File: src/rtl/eth_types_pkg.sv
// eth_types_pkg: shared Ethernet/IPv4/UDP framing types, constants, CRC-32 byte step and IPv4 header checksum
package eth_types_pkg;
  typedef enum logic [3:0] {
    TX_IDLE, TX_PREAMBLE, TX_ETH_HEADER, TX_IP_HEADER, TX_UDP_HEADER,
    TX_PAYLOAD, TX_PAD, TX_FCS, TX_IFG
  } eth_tx_states;
  localparam logic [15:0] ETHERTYPE_IPV4 = 16'h0800;
  localparam logic [7:0] IP_PROTO_UDP = 8'h11;
  localparam int MIN_FRAME_BYTES = 60;
  localparam logic [31:0] CRC32_INIT = 32'hFFFF_FFFF;
  function automatic logic [31:0] crc32_byte(input logic [31:0] c, input logic [7:0] d);
    logic [31:0] r;
    r = c ^ {24'd0, d};
    for (int i = 0; i < 8; i++) r = r[0] ? (r >> 1) ^ 32'hEDB8_8320 : r >> 1;
    return r;
  endfunction
  function automatic logic [15:0] ip_cksum(input logic [15:0] tl, input logic [15:0] id,
                                           input logic [31:0] sip, input logic [31:0] dip);
    logic [19:0] s;
    s = 20'h4500 + 20'(tl) + 20'(id) + 20'h4000 + 20'({8'h40, IP_PROTO_UDP})
      + 20'(sip[31:16]) + 20'(sip[15:0]) + 20'(dip[31:16]) + 20'(dip[15:0]);
    s = 20'(s[15:0]) + 20'(s[19:16]);
    s = 20'(s[15:0]) + 20'(s[19:16]);
    return ~s[15:0];
  endfunction
endpackage

File: src/rtl/udp_tx_framer_if.sv
// udp_tx_framer_if: framer request, FWFT payload source and tx byte stream; master = framer, slave = its environment
interface udp_tx_framer_if;
  logic start;
  logic [10:0] payload_len;
  logic busy;
  logic [7:0] payload_data;
  logic payload_rd;
  logic [7:0] tx_data;
  logic tx_valid;
  logic tx_ready;
  logic done;
  modport master(input start, payload_len, payload_data, tx_ready,
                 output busy, payload_rd, tx_data, tx_valid, done);
  modport slave(output start, payload_len, payload_data, tx_ready,
                input busy, payload_rd, tx_data, tx_valid, done);
endinterface

File: src/rtl/crc32_d8.sv
// crc32_d8: byte-wide reflected CRC-32 register (clk, rst_n, init, en, data in; crc out)
module crc32_d8 import eth_types_pkg::*; (
  input logic clk,
  input logic rst_n,
  input logic init,
  input logic en,
  input logic [7:0] data,
  output logic [31:0] crc
);
  always_ff @(posedge clk or negedge rst_n)
    if (!rst_n) crc <= CRC32_INIT;
    else if (init) crc <= CRC32_INIT;
    else if (en) crc <= crc32_byte(crc, data);
endmodule

File: src/rtl/udp_tx_framer.sv
// udp_tx_framer: Ethernet/IPv4/UDP frame builder (clk, rst_n; bus: start/payload_len/payload_data/tx_ready in, busy/payload_rd/tx_data/tx_valid/done out)
module udp_tx_framer import eth_types_pkg::*; #(
  parameter logic [47:0] SRC_MAC = 48'h02_00_00_00_00_01,
  parameter logic [47:0] DEST_MAC = 48'hFF_FF_FF_FF_FF_FF,
  parameter logic [31:0] SRC_IP = 32'hC0A8_010A,
  parameter logic [31:0] DEST_IP = 32'hC0A8_0101,
  parameter logic [15:0] SRC_PORT = 16'd1234,
  parameter logic [15:0] DEST_PORT = 16'd1234,
  parameter int MAX_PAYLOAD = 1472,
  parameter int IFG_BYTES = 12
) (
  input logic clk,
  input logic rst_n,
  udp_tx_framer_if.master bus
);
  localparam logic [10:0] PAD_MAX = 11'(MIN_FRAME_BYTES - 42);
  eth_tx_states state, nxt;
  logic [10:0] cnt, len, n;
  logic [15:0] ident, cksum, tot_len, udp_len;
  logic [31:0] crc, fcs_sh;
  logic [111:0] eth_sh;
  logic [159:0] ip_sh;
  logic [63:0] udp_sh;
  logic [7:0] tx_d;
  logic last, step, crc_en;
  assign tot_len = {5'd0, len} + 16'd28;
  assign udp_len = {5'd0, len} + 16'd8;
  assign eth_sh = {DEST_MAC, SRC_MAC, ETHERTYPE_IPV4} << (8 * cnt);
  assign ip_sh = {8'h45, 8'h00, tot_len, ident, 16'h4000, 8'h40, IP_PROTO_UDP, cksum, SRC_IP, DEST_IP} << (8 * cnt);
  assign udp_sh = {SRC_PORT, DEST_PORT, udp_len, 16'h0000} << (8 * cnt);
  assign fcs_sh = ~crc >> (8 * cnt);
  assign n = state == TX_PREAMBLE ? 11'd8 : state == TX_ETH_HEADER ? 11'd14 :
             state == TX_IP_HEADER ? 11'd20 : state == TX_UDP_HEADER ? 11'd8 :
             state == TX_PAYLOAD ? len : state == TX_PAD ? PAD_MAX - len :
             state == TX_FCS ? 11'd4 : 11'(IFG_BYTES);
  assign last = cnt == n - 11'd1;
  // IFG cycles count only when tx_ready is high, so every active state advances on tx_ready
  assign step = state != TX_IDLE && bus.tx_ready;
  assign crc_en = step && state inside {TX_ETH_HEADER, TX_IP_HEADER, TX_UDP_HEADER, TX_PAYLOAD, TX_PAD};
  always_comb begin
    tx_d = state == TX_PREAMBLE ? (cnt == 11'd7 ? 8'hD5 : 8'h55) :
           state == TX_ETH_HEADER ? eth_sh[111:104] :
           state == TX_IP_HEADER ? ip_sh[159:152] :
           state == TX_UDP_HEADER ? udp_sh[63:56] :
           state == TX_PAYLOAD ? bus.payload_data :
           state == TX_FCS ? fcs_sh[7:0] : 8'h00;
    case (state)
      TX_PREAMBLE: nxt = TX_ETH_HEADER;
      TX_ETH_HEADER: nxt = TX_IP_HEADER;
      TX_IP_HEADER: nxt = TX_UDP_HEADER;
      TX_UDP_HEADER: nxt = len != 11'd0 ? TX_PAYLOAD : TX_PAD;
      TX_PAYLOAD: nxt = len < PAD_MAX ? TX_PAD : TX_FCS;
      TX_PAD: nxt = TX_FCS;
      TX_FCS: nxt = TX_IFG;
      default: nxt = TX_IDLE;
    endcase
  end
  assign bus.tx_data = tx_d;
  assign bus.tx_valid = state != TX_IDLE && state != TX_IFG;
  assign bus.busy = state != TX_IDLE;
  assign bus.payload_rd = state == TX_PAYLOAD && bus.tx_ready;
  assign bus.done = state == TX_IFG && step && last;
  crc32_d8 u_crc (.clk(clk), .rst_n(rst_n), .init(state == TX_IDLE), .en(crc_en), .data(tx_d), .crc(crc));
  always_ff @(posedge clk or negedge rst_n)
    if (!rst_n) begin
      state <= TX_IDLE;
      cnt <= '0;
      len <= '0;
      ident <= '0;
      cksum <= '0;
    end else begin
      if (state == TX_IDLE) begin
        cnt <= '0;
        if (bus.start && bus.payload_len <= 11'(MAX_PAYLOAD)) begin
          len <= bus.payload_len;
          state <= TX_PREAMBLE;
        end
      end else if (step) begin
        cnt <= last ? '0 : cnt + 11'd1;
        if (last) state <= nxt;
      end
      if (state == TX_PREAMBLE) cksum <= ip_cksum(tot_len, ident, SRC_IP, DEST_IP);
      if (bus.done) ident <= ident + 16'd1;
    end
endmodule
File: src/flat_wrapper.sv
// flat-port wrapper written by rule: the top's interface ports become plain ports
module udp_tx_framer_flat import eth_types_pkg::*;
#(
  parameter logic [47:0] SRC_MAC = 48'h02_00_00_00_00_01,
  parameter logic [47:0] DEST_MAC = 48'hFF_FF_FF_FF_FF_FF,
  parameter logic [31:0] SRC_IP = 32'hC0A8_010A,
  parameter logic [31:0] DEST_IP = 32'hC0A8_0101,
  parameter logic [15:0] SRC_PORT = 16'd1234,
  parameter logic [15:0] DEST_PORT = 16'd1234,
  parameter int MAX_PAYLOAD = 1472,
  parameter int IFG_BYTES = 12
)
  (clk, rst_n, bus_start, bus_payload_len, bus_payload_data, bus_tx_ready, bus_busy, bus_payload_rd, bus_tx_data, bus_tx_valid, bus_done);
  udp_tx_framer_if bus_i ();
  input logic clk;
  input logic rst_n;
  input wire logic [$bits(bus_i.start)-1:0] bus_start;
  input wire logic [$bits(bus_i.payload_len)-1:0] bus_payload_len;
  input wire logic [$bits(bus_i.payload_data)-1:0] bus_payload_data;
  input wire logic [$bits(bus_i.tx_ready)-1:0] bus_tx_ready;
  output wire logic [$bits(bus_i.busy)-1:0] bus_busy;
  output wire logic [$bits(bus_i.payload_rd)-1:0] bus_payload_rd;
  output wire logic [$bits(bus_i.tx_data)-1:0] bus_tx_data;
  output wire logic [$bits(bus_i.tx_valid)-1:0] bus_tx_valid;
  output wire logic [$bits(bus_i.done)-1:0] bus_done;
  assign bus_i.start = bus_start;
  assign bus_i.payload_len = bus_payload_len;
  assign bus_i.payload_data = bus_payload_data;
  assign bus_i.tx_ready = bus_tx_ready;
  assign bus_busy = bus_i.busy;
  assign bus_payload_rd = bus_i.payload_rd;
  assign bus_tx_data = bus_i.tx_data;
  assign bus_tx_valid = bus_i.tx_valid;
  assign bus_done = bus_i.done;
  udp_tx_framer #(.SRC_MAC(SRC_MAC), .DEST_MAC(DEST_MAC), .SRC_IP(SRC_IP), .DEST_IP(DEST_IP), .SRC_PORT(SRC_PORT), .DEST_PORT(DEST_PORT), .MAX_PAYLOAD(MAX_PAYLOAD), .IFG_BYTES(IFG_BYTES)) u_core (.clk(clk), .rst_n(rst_n), .bus(bus_i));
endmodule
File: config.mk
export PLATFORM = sky130hd
export DESIGN_NAME = udp_tx_framer_flat
export DESIGN_NICKNAME = d
export VERILOG_FILES = /design/src/rtl/eth_types_pkg.sv /design/src/rtl/udp_tx_framer_if.sv /design/src/rtl/crc32_d8.sv /design/src/rtl/udp_tx_framer.sv /design/src/flat_wrapper.sv
export SDC_FILE = /design/constraint.sdc
export NUM_CORES = 1
export LEC_CHECK = 0
export ABC_AREA = 0
export CAP_MARGIN = 30
export CORE_ASPECT_RATIO = 0.6
export CORE_MARGIN = 2
export CORE_UTILIZATION = 31
export CTS_CLUSTER_SIZE = 30
export DETAILED_ROUTE_END_ITERATION = 10
export GPL_TIMING_DRIVEN = 0
export PLACE_DENSITY_LB_ADDON = 0.2
export SLEW_MARGIN = 20
export SYNTH_ARGS = -nofsm -noshare
export SYNTH_HDL_FRONTEND = slang
export SYNTH_SLANG_ARGS = --single-unit
File: constraint.sdc
create_clock -name clk -period 10.8 [get_ports clk]
set_clock_uncertainty 0.2 [all_clocks]
set_input_delay 2.16 -clock clk [delete_from_list [all_inputs] [get_ports clk]]
set_output_delay 2.16 -clock clk [all_outputs]
set_load 0.01 [all_outputs]
After elaboration in Yosys (flattened, before gate mapping)

Index checks and enable logic that the tools add are counted.
W data, S select, Z words.

Bits of input ports: 23
Flip-flop bits (word level): 90
Logic and storage cells: 101

Multiplexer cells: 34
Eq/ne operators: 12
Reduce and logical (&&, ||, !) cells: 16
Bitwise gates (word level): 11
Shift-type cells: 4
$lt $le $gt $ge: 2
Add/sub/neg operators: 16

Operator list:

| cell                       | number |
|---|---|
| $mux W32                   | 10 |
| $shl A159 B14 Y160         | 1 |
| $not A13 Y14               | 8 |
| $shl A112 B14 Y112 const A | 1 |
| $mux W11                   | 9 |
| $shl A59 B14 Y64           | 1 |
| $mux W8                    | 7 |
| $add A20 B15 Y20 const B   | 2 |
| $add A20 B16 Y20 const B   | 2 |
| $add A20 B9 Y20 const B    | 2 |
| $not A32 Y32               | 1 |
| $shr A32 B14 Y8            | 1 |
| $xor A32 B8 Y32            | 1 |
| $pmux W4 S7                | 1 |
| $add A20 B16 Y20           | 1 |
| $mux W4                    | 5 |
| $add A15 B16 Y17 const A   | 1 |
| $add A16 B4 Y17            | 1 |
| $add A16 B1 Y16 const B    | 1 |
| $add A16 B4 Y16            | 1 |
| $eq A4 B3 Y1 const B       | 4 |
| $not A16 Y16               | 1 |
| $add A11 B4 Y12 const B    | 1 |
| $add A11 B5 Y12 const B    | 1 |
| 22 further kinds           | 31 |

Depth between registers and ports, before layout

Gate-level depths: netlist of run 1.

Depth after elaboration: 27
Gate-level depth with buffers: 34

By module

From an unflattened synthesis of run 1, not the netlist that was laid out.

Cell total of the unflattened synthesis: 1026
Area, all modules: 8703.3 um2

Modules (own cells, without submodules):

| module        | area an instance (um2) | times used | cells an instance |
|---|---|---|---|
| udp_tx_framer | 6647.6                 | 1          | 833 |
| crc32_d8      | 2055.7                 | 1          | 193 |

Worst setup path before layout of run 1

Ideal clock, no wire load.

Kind: register -> register
From: reg u_core.len[3]
To: reg u_core.cksum[15]
Data arrival time: 7.090 ns
Path slack: 3.379 ns
Library setup time: 0.131 ns
Path buffers: 2
Stages on the path, launching flop included: 35
Data required time: 10.469 ns
Cells stage by stage: dfrtp_1 -> clkbuf_1 -> inv_1 -> ha_1 -> nor2b_1 -> nor2_1 -> xor2_1 -> ha_1 -> inv_1 -> ha_1 -> inv_1 -> ha_1 -> clkbuf_1 -> o211ai_1 -> o32ai_1 -> a211oi_1 -> o21bai_1 -> a21oi_1 -> o21bai_1 -> ha_1 -> inv_1 -> ha_1 -> nor3_1 -> nand2_1 -> or4_1 -> nor2_1 -> ha_1 -> nor2b_1 -> nand2b_1 -> nor3_1 -> nand3_1 -> nor4b_1 -> o311ai_1 -> and4_1 -> or3_1

Cells in the longest elaborated chain, start to end: 12

Ends and longest elaborated chain:

| what                           | RTL line            | text |
|---|---|---|
| start, declared                | udp_tx_framer.sv:18 | `logic [10:0] cnt, len, n;` |
| start signal, assigned         | udp_tx_framer.sv:75 | `len <= bus.payload_len;` |
| $add A11 B5 Y12                | udp_tx_framer.sv:26 | `assign tot_len = {5'd0, len} + 16'd28;` |
| $add A15 B16 Y17               | eth_types_pkg.sv:20 | `s = 20'h4500 + 20'(tl) + 20'(id) + 20'h4000 + 20'({8'h40, IP_PROTO_UDP})` |
| $add A20 B16 Y20               | eth_types_pkg.sv:20 |  |
| $add A20 B15 Y20 (2 in series) | eth_types_pkg.sv:20 |  |
| $add A20 B16 Y20               | eth_types_pkg.sv:21 | `+ 20'(sip[31:16]) + 20'(sip[15:0]) + 20'(dip[31:16]) + 20'(dip[15:0]);` |
| $add A20 B9 Y20                | eth_types_pkg.sv:21 |  |
| $add A20 B16 Y20               | eth_types_pkg.sv:21 |  |
| $add A20 B9 Y20                | eth_types_pkg.sv:21 |  |
| $add A16 B4 Y17                | eth_types_pkg.sv:22 | `s = 20'(s[15:0]) + 20'(s[19:16]);` |
| $add A16 B4 Y16                | eth_types_pkg.sv:23 | `s = 20'(s[15:0]) + 20'(s[19:16]);` |
| $not A16 Y16                   | eth_types_pkg.sv:24 | `return ~s[15:0];` |
| end signal, assigned           | udp_tx_framer.sv:82 | `if (state == TX_PREAMBLE) cksum <= ip_cksum(tot_len, ident, SRC_IP, DEST_IP);` |
| end, declared                  | udp_tx_framer.sv:19 | `logic [15:0] ident, cksum, tot_len, udp_len;` |

Every way passes these cells.
A chain may end at the register's enable or synchronous reset.

Worst setup path after layout of run 1

Ends and elaborated chain as after synthesis.

==> key figures, run 1 <==
GRT
  • Total grt overflow: 0
  • Initial antenna violation count: 0
  • Wire length of the first global-routing pass: 48100 µm
  • Largest net degree at the start of global routing: 66
  • Tot GR Track Use: 0.214
  • Vias in the first global route: 7559

Floorplan
  • Site Rows: 47
  • Starting Density: 0.318
  • Die W: 222 µm
  • Total core area: 27900 µm²
  • Total Die Area: 30000 µm²
  • Die Span Y: 135 µm
  • Io pins: 35

Clocking
  • H-tree levels: 3
  • PostCTS Resize Cnt: 0
  • Hold buffers post-CTS: 0
  • Post-CTS setup buffer count: 0
  • CTS tree: done
  • Cts bufs inserted: 9
  • # clock sinks: 90
  • Clk buf depth: 2
  • CTS Root Cell: clkbuf_16
  • CTS clk-pin slew, worst paths: 80 ps
  • Skew-Pair Late Insertion Delay: 380 ps

Synth
  • Mux share of post-synthesis cell area: 0.0523
  • Largest area contributor in the netlist: dfrtp_1
  • Post-synthesis sequential element count: 90
  • Warnings, synthesis: 0
  • Synth Area in Compound Gates: 0.184
  • Post-synthesis sequential area ratio: 0.258
  • Simple-Gate Fraction of Synth Area: 0.229
  • Area contributors post-synth: dfrtp_1 (16%), xnor2_1 (9.6%), dfstp_2 (9.5%)
  • Main flop type after synthesis: dfrtp_1
  • EDFF count, synth: 0
  • Xor/xnor cell area share of the yosys netlist: 0.158
  • Post-synth ARST share: 1.00
  • Synth Cell Area: 8870 µm²
  • Synth Area per Inst: 8.54 µm²
  • Post-synth cell types: 95
  • Post-synth top area share: 0.164
  • Cell with the most instances after synthesis: xnor2_1
  • Synth Instances: 1039
  • Fraction of the mapped netlist area in adder cells: 0.0643
  • Most frequent cells after synthesis: xnor2_1 (97), nor2_1 (70), nand2_1 (69), a21oi_1 (68), dfrtp_1 (58)
  • Largest family of logic cells by synthesized area: simple AND/OR/NAND/NOR gates
  • Net count after synthesis: 1107

Routing
  • Drt wl/cell: 21.6 µm
  • Met2 wire len: 11200 µm
  • Highest Signal Layer: met4
  • First-iteration detailed-routing DRC count: 757
  • Via count: 8355
  • Detail Route Antenna Nets: 0
  • # DRC: 0
  • Routed wl met3: 3020 µm
  • DR vias/cell: 5.73
  • Routed WL: 31500 µm
  • Metal-1 WL: 17000 µm
  • DRT Pass-1 Iters: 5

Critical path
  • Crit path DAT: 9080 ps
  • Slowest stage delay, CP: 630 ps
  • R2R cell count: 34
  • Slowest stage cell, crit path: nor4b_1
  • Critical Path Source Type: register
  • Setup Crit Path Kind: reg -> reg
  • WP data required: 10860 ps
  • Critical path's most frequent cell: ha_1
  • Critical path capture point type: register
  • CP Max Fanout: 8

Worst hold path
  • Hold path depth: 2
  • HP Class: reg -> reg

Cells and area
  • Share of layout cells above drive strength 1: 0.125
  • Post-layout net count: 1155
  • Area Growth Syn to Fin: 12.9%
  • Register Area: 2290 µm²
  • Antenna cell count: 0
  • # fillers: 2965
  • Area of the multi-input gates: 6100 µm²

Placement
  • Gpl congestion: 0.906
  • DP Wirelength: 24800 µm
  • Port bufs: 34

Job
  • Max_cap viols: 0

STA
  • Final Hold Fails: 0
  • RSZ-0062 raised after global routing: false
  • Final period utilization: 0.835
  • Setup-failing EPs final: 0
  • Highest Clock Rate: 111 MHz
  • Max Slew Vio Count: 0
  • Slew HR: 0.334
  • Setup TNS: 0 ps
  • Worst-Margin Slew: 989 ps
  • Min Clock Period, post-route: 9020 ps

Run status
  • Status: completed
[layout by cell type, fill, tap and decap left out, types with 36 or more instances in the layout]
master / instances
dfrtp_1: 58
nand3_1: 36
ha_1: 44
o21ai_0: 46
inv_1: 43
a21oi_1: 68
xor2_1: 43
xnor2_1: 97
nor2_1: 70
nor3_1: 42
nand2_1: 69
[routing by layer]
metal	global-route usage	vias to the layer above
met5	0	-
met3	0.0581	19
met1	0.357	4112
met2	0.261	351
met4	0.0309	0
li1	-	3873
[critical path, delay by kind of cell (launching register included)]
| kind | cells | cell delay (ps) |
|---|---|---|
| XOR/XNOR | 1 | 420 |
| flip-flops | 1 | 350 |
| adder cells (fa/ha/maj) | 7 | 1580 |
| AND/OR/NAND/NOR | 13 | 3950 |
| buffers and inverters | 6 | 920 |
| AO/OA/AOI/OAI | 7 | 1460 |
[area by class of cell]
| type | count | area share |
|---|---|---|
| clock buffer | 11 | 0.0254 |
| sequential | 90 | 0.229 |
| multi-input combinational | 841 | 0.610 |
| tap | 367 | 0.0459 |
| timing repair buffer | 37 | 0.0377 |
| buffer | 64 | 0.0319 |
| inverter | 44 | 0.0165 |
| clock inverter | 5 | 0.00425 |
[stage by stage]
| stage | hold slack (ps) | worst slack, ps | area [µm²] | util | instances |
|---|---|---|---|---|---|
| after floorplan | 242 | 3380 | 8870 | - | 1039 |
| after global placement | 264 | 1950 | 9670 | 0.347 | 1440 |
| after detailed placement | 271 | 1890 | 9700 | 0.348 | 1442 |
| after CTS | 286 | 1860 | 10000 | 0.359 | 1458 |
| after global routing | 328 | 951 | 10000 | 0.359 | 1459 |
| final | 285 | 1780 | 10000 | 0.359 | 1459 |
[cell families (layout without fill, tap and decap cells)]
kind of cell / count (synthesis) / after routing
compound gates: 245 / 245
xor+xnor: 149 / 149
simple gates: 368 / 368
fa+ha+maj: 45 / 45
flops: 90 / 90
mux: 34 / 34
buf+inv: 108 / 161
[path summary, 6_finish.rpt]
kind                            startpoint                   end  slack (ps)
max reg2reg                  u_core.len[3]      u_core.cksum[15]        1780
min reg2reg                u_core.cksum[7]       u_core.cksum[7]         290
max in group asynchronous            rst_n  u_core.u_crc.crc[31]        8300
min                        u_core.cksum[7]       u_core.cksum[7]         290
max                          u_core.len[3]      u_core.cksum[15]        1780
min in group asynchronous            rst_n       u_core.cksum[5]        1430
[flip-flops by register name (all words and copies together), names as in the netlist]
name,cells
u_core.cnt,11
u_core.len,11
u_core.cksum,16
u_core.state,4
u_core.u_crc.crc,32
u_core.ident,16
Power of run 1 is left out: the tool's default activity adds up to more than one toggle a clock period on the data nets, which glitch-free logic cannot reach.
==> run 2, diff against run 1 <==
clock period = 8.9 ns   (was 10.8 ns; I/O delays follow)
==> key figures, run 2 (synthesis results as in run 1) <==
Run status
  • Status: completed

Placement
  • Dpl ws: -12.4 ps
  • Port bufs: 34
  • Placed Instances: 1442
  • DP Wirelength: 24800 µm
  • Gpl congestion: 0.906

Critical path
  • Critical path capture point type: register
  • Critical path's most frequent cell: ha_1
  • Critical Path Source Type: register
  • CP Max Fanout: 8
  • Setup Crit Path Kind: reg -> reg
  • Bufs and invs on worst path: 6
  • Slowest stage delay, CP: 550 ps
  • Delay-heaviest family, CP: simple AND/OR/NAND/NOR gates
  • Slowest stage cell, crit path: or4_1
  • WP data required: 8960 ps
  • Crit path DAT: 8170 ps

Routing
  • First-iteration detailed-routing DRC count: 805
  • Detail Route Antenna Nets: 0
  • # DRC: 0
  • Drt wl/cell: 21.6 µm
  • Via count: 8351
  • DRT Pass-1 Iters: 5
  • Routed WL: 31500 µm
  • DR vias/cell: 5.72

Clocking
  • Post-CTS setup buffer count: 0
  • Cts bufs inserted: 9
  • CTS clk-pin slew, worst paths: 80 ps
  • CTS tree: done
  • # clock sinks: 90
  • CTS Root Cell: clkbuf_16
  • Skew-Pair Late Insertion Delay: 380 ps
  • Clk buf depth: 2
  • Hold buffers post-CTS: 0
  • H-tree levels: 3

STA
  • RSZ-0062 raised after global routing: false
  • Final worst slack: 787 ps
  • Setup-failing EPs final: 0
  • Highest Clock Rate: 123 MHz
  • Max Slew Vio Count: 0
  • Final Hold Fails: 0
  • Slew HR: 0.349
  • Final hold slack: 284 ps
  • Worst-Margin Slew: 968 ps
  • Final period utilization: 0.912
  • Min Clock Period, post-route: 8110 ps

Cells and area
  • Largest register FFs: 32
  • Post-route insts no fill: 1459
  • Antenna cell count: 0
  • Largest regs: u_core.u_crc.crc (32), u_core.cksum (16), u_core.ident (16)
  • Most frequent cells in the layout: xnor2_1 (97), nor2_1 (70), nand2_1 (69)
  • Most common cell after layout, fill and taps aside: xnor2_1
  • Post-layout net count: 1155
  • Biggest register: u_core.u_crc.crc
  • Area Growth Syn to Fin: 13.3%
  • Share of layout cells above drive strength 1: 0.130

Floorplan
  • Total core area: 27900 µm²
  • Starting Density: 0.318
  • Die W: 222 µm
  • Total Die Area: 30000 µm²
  • Site Rows: 47
  • Die Span Y: 135 µm
  • Io pins: 35

Job
  • Max_cap viols: 0

GRT
  • Initial antenna violation count: 0
  • GRT met2 Usage: 0.262
  • Wire length of the first global-routing pass: 48100 µm
  • Vias in the first global route: 7563
  • Total grt overflow: 0
  • Largest net degree at the start of global routing: 66
  • Layer with the highest usage: met1
  • Tot GR Track Use: 0.214
  • Met1 Track Usage GR: 0.357
  • M3 GR Usage: 0.0581

Worst hold path
  • HP Class: reg -> reg
[run 2: what timing repair did]
action / 4_1_cts / 5_1_grt
endpoints found under the setup margin: 1 / 5
endpoints found under the hold margin: 0 / 0
pin swaps: 0 / 0
gates resized for setup: 1 / 5
[run 2: per-stage QoR]
stage               utilization  cell area [µm²]  TNS (ps)
finish                    0.361            10100         0
global route              0.361            10100         0
CTS                       0.359            10000         0
detailed placement        0.348             9700     -12.4
global placement          0.347             9670         0
floorplan                     -             8870         0
[run 2: cell type report]
| cell class | instances | area (µm²) |
|---|---|---|
| Clock inverter | 5 | 42.5 |
| Sequential cell | 90 | 2290 |
| Multi-Input combinational cell | 841 | 6140 |
| Inverter | 44 | 165 |
| Timing Repair Buffer | 37 | 378 |
| Clock buffer | 11 | 254 |
| Tap cell | 367 | 459 |
| Buffer | 64 | 319 |
| Fill cell | 2965 | 17800 |
[run 2: worst paths after layout]
path | startpoint | to | slack (ps) | depth (start not counted)
setup / recovery | u_core.len[3] | u_core.cksum[15] | 790 | 34
hold / removal | u_core.cksum[7] | u_core.cksum[7] | 280 | 2
setup reg to reg | u_core.len[3] | u_core.cksum[15] | 790 | 34
hold reg to reg | u_core.cksum[7] | u_core.cksum[7] | 280 | 2
max in group asynchronous | rst_n | u_core.u_crc.crc[5] | 6780 | 2
min in group asynchronous | rst_n | u_core.cksum[5] | 1050 | 1
[run 2: worst min-delay path, cell delays in order (launching register included)]
cell and delay (ps):
dfrtp_1 340, nand2_1 40, o21ai_0 60
[run 2: per-layer routing]
metal | vias up | share of wire
met2 | 352 | 0.36
met3 | 22 | 0.093
li1 | 3872 | -
met5 | - | 0
met1 | 4105 | 0.54
met4 | 0 | 0.0071
Power of run 2 is left out for the same reason.
==> run 3, diff against run 2 <==
clock period = 8.56 ns   (was 8.9 ns; I/O delays follow)
==> key figures, run 3 (synthesis results as in run 1) <==
Cells and area
  • Most common cell after layout, fill and taps aside: xnor2_1
  • Most frequent cells in the layout: xnor2_1 (97), nor2_1 (70), nand2_1 (69)
  • Post-layout net count: 1154
  • # fillers: 2963
  • Largest regs: u_core.u_crc.crc (32), u_core.cksum (16), u_core.ident (16)
  • Largest register FFs: 32
  • Antenna cell count: 0
  • Share of layout cells above drive strength 1: 0.132
  • Final core utilization: 0.361
  • Biggest register: u_core.u_crc.crc
  • Area Growth Syn to Fin: 13.4%

Routing
  • Routed WL: 31500 µm
  • First-iteration detailed-routing DRC count: 785
  • DRT Pass-1 Iters: 5
  • Via count: 8308
  • Detail Route Antenna Nets: 0
  • Drt wl/cell: 21.6 µm
  • # DRC: 0
  • DR vias/cell: 5.70

GRT
  • Vias in the first global route: 7566
  • Initial antenna violation count: 0
  • Total grt overflow: 0
  • Wire length of the first global-routing pass: 48100 µm
  • Tot GR Track Use: 0.214
  • Largest net degree at the start of global routing: 66

STA
  • RSZ-0062 raised after global routing: false
  • Highest Clock Rate: 128 MHz
  • Max Slew Vio Count: 0
  • Min Clock Period, post-route: 7840 ps
  • Worst-Margin Slew: 955 ps
  • Final worst slack: 722 ps
  • Setup-failing EPs final: 0
  • Final Hold Fails: 0
  • Final period utilization: 0.916
  • Setup TNS: 0 ps
  • Slew HR: 0.357

Clocking
  • CTS clk-pin slew, worst paths: 80 ps
  • Hold buffers post-CTS: 0
  • Cts bufs inserted: 9
  • CTS tree: done
  • Post-CTS setup buffer count: 0
  • Skew-Pair Late Insertion Delay: 380 ps
  • Clk buf depth: 2
  • CTS Root Cell: clkbuf_16
  • # clock sinks: 90
  • H-tree levels: 3

Placement
  • Gpl congestion: 0.906
  • DP Wirelength: 24800 µm
  • Dpl ws: -352 ps
  • Port bufs: 34

Job
  • Max_cap viols: 0

Floorplan
  • Die W: 222 µm
  • Die Span Y: 135 µm
  • Total core area: 27900 µm²
  • Site Rows: 47
  • Starting Density: 0.318
  • Io pins: 35
  • Total Die Area: 30000 µm²

Worst hold path
  • HP Class: reg -> reg

Critical path
  • Critical path capture point type: register
  • WP data required: 8620 ps
  • Critical Path Source Type: register
  • Critical path's most frequent cell: ha_1
  • Crit path DAT: 7900 ps
  • Slowest stage cell, crit path: or4_1
  • Setup Crit Path Kind: reg -> reg
  • CP Max Fanout: 9
  • Slowest stage delay, CP: 540 ps

Run status
  • Status: completed
-- run 3: changes by cell type in the layout (fill, tap and decap cells not counted), sizes merged --
cell    previous run  this run
clkbuf            40        39
-- run 3: layer usage --
layer	track usage	routed length (µm)	part of all wire	vias to the layer above
li1	-	-	-	3887
met1	0.357	17000	0.54	4033
met2	0.262	11100	0.35	361
met3	0.0581	3110	0.099	27
met4	0.0309	250	0.0079	0
met5	0	0	0	-
-- run 3: final timing paths --
check | start | end | slack [ps] | depth (start not counted)
worst max-delay path | u_core.len[2] | u_core.cksum[15] | 720 | 34
worst min-delay path | u_core.cksum[7] | u_core.cksum[7] | 280 | 2
worst min register to register | u_core.cksum[7] | u_core.cksum[7] | 280 | 2
max in group asynchronous | rst_n | u_core.u_crc.crc[31] | 6510 | 2
worst max register to register | u_core.len[2] | u_core.cksum[15] | 720 | 34
min in group asynchronous | rst_n | u_core.cksum[5] | 980 | 1
-- run 3: through the flow --
step	instance area, µm²	hold slack, ps	cells
6_report	10100	284	1458
5_1_grt	10100	328	1458
4_1_cts	10000	286	1458
3_5_place_dp	9700	271	1442
3_3_place_gp	9670	264	1440
2_1_floorplan	8870	242	1039
-- run 3: layout make-up --
type	count	area (µm²)	area share
sequential	90	2290	0.228
multi-input combinational	841	6150	0.612
inverter	44	165	0.0164
clock buffer	11	254	0.0252
buffer	63	315	0.0313
tap	367	459	0.0456
clock inverter	5	42.5	0.00423
timing repair buffer	37	378	0.0376
-- run 3: what timing repair did --
item / 4_1_cts / 5_1_grt
pin swaps: 0 / 0
resized for setup: 2 / 7
setup endpoints to repair: 2 / 5
-- run 3: worst max-delay path: cells and delay by family (launching register included) --
kind / cells / cell delay [ps]
AND/OR/NAND/NOR: 13 / 3240
buffers and inverters: 6 / 740
flip-flops: 1 / 420
XOR/XNOR: 1 / 310
adder cells (fa/ha/maj): 7 / 1550
AO/OA/AOI/OAI: 7 / 1260
Power of run 3 is left out for the same reason.
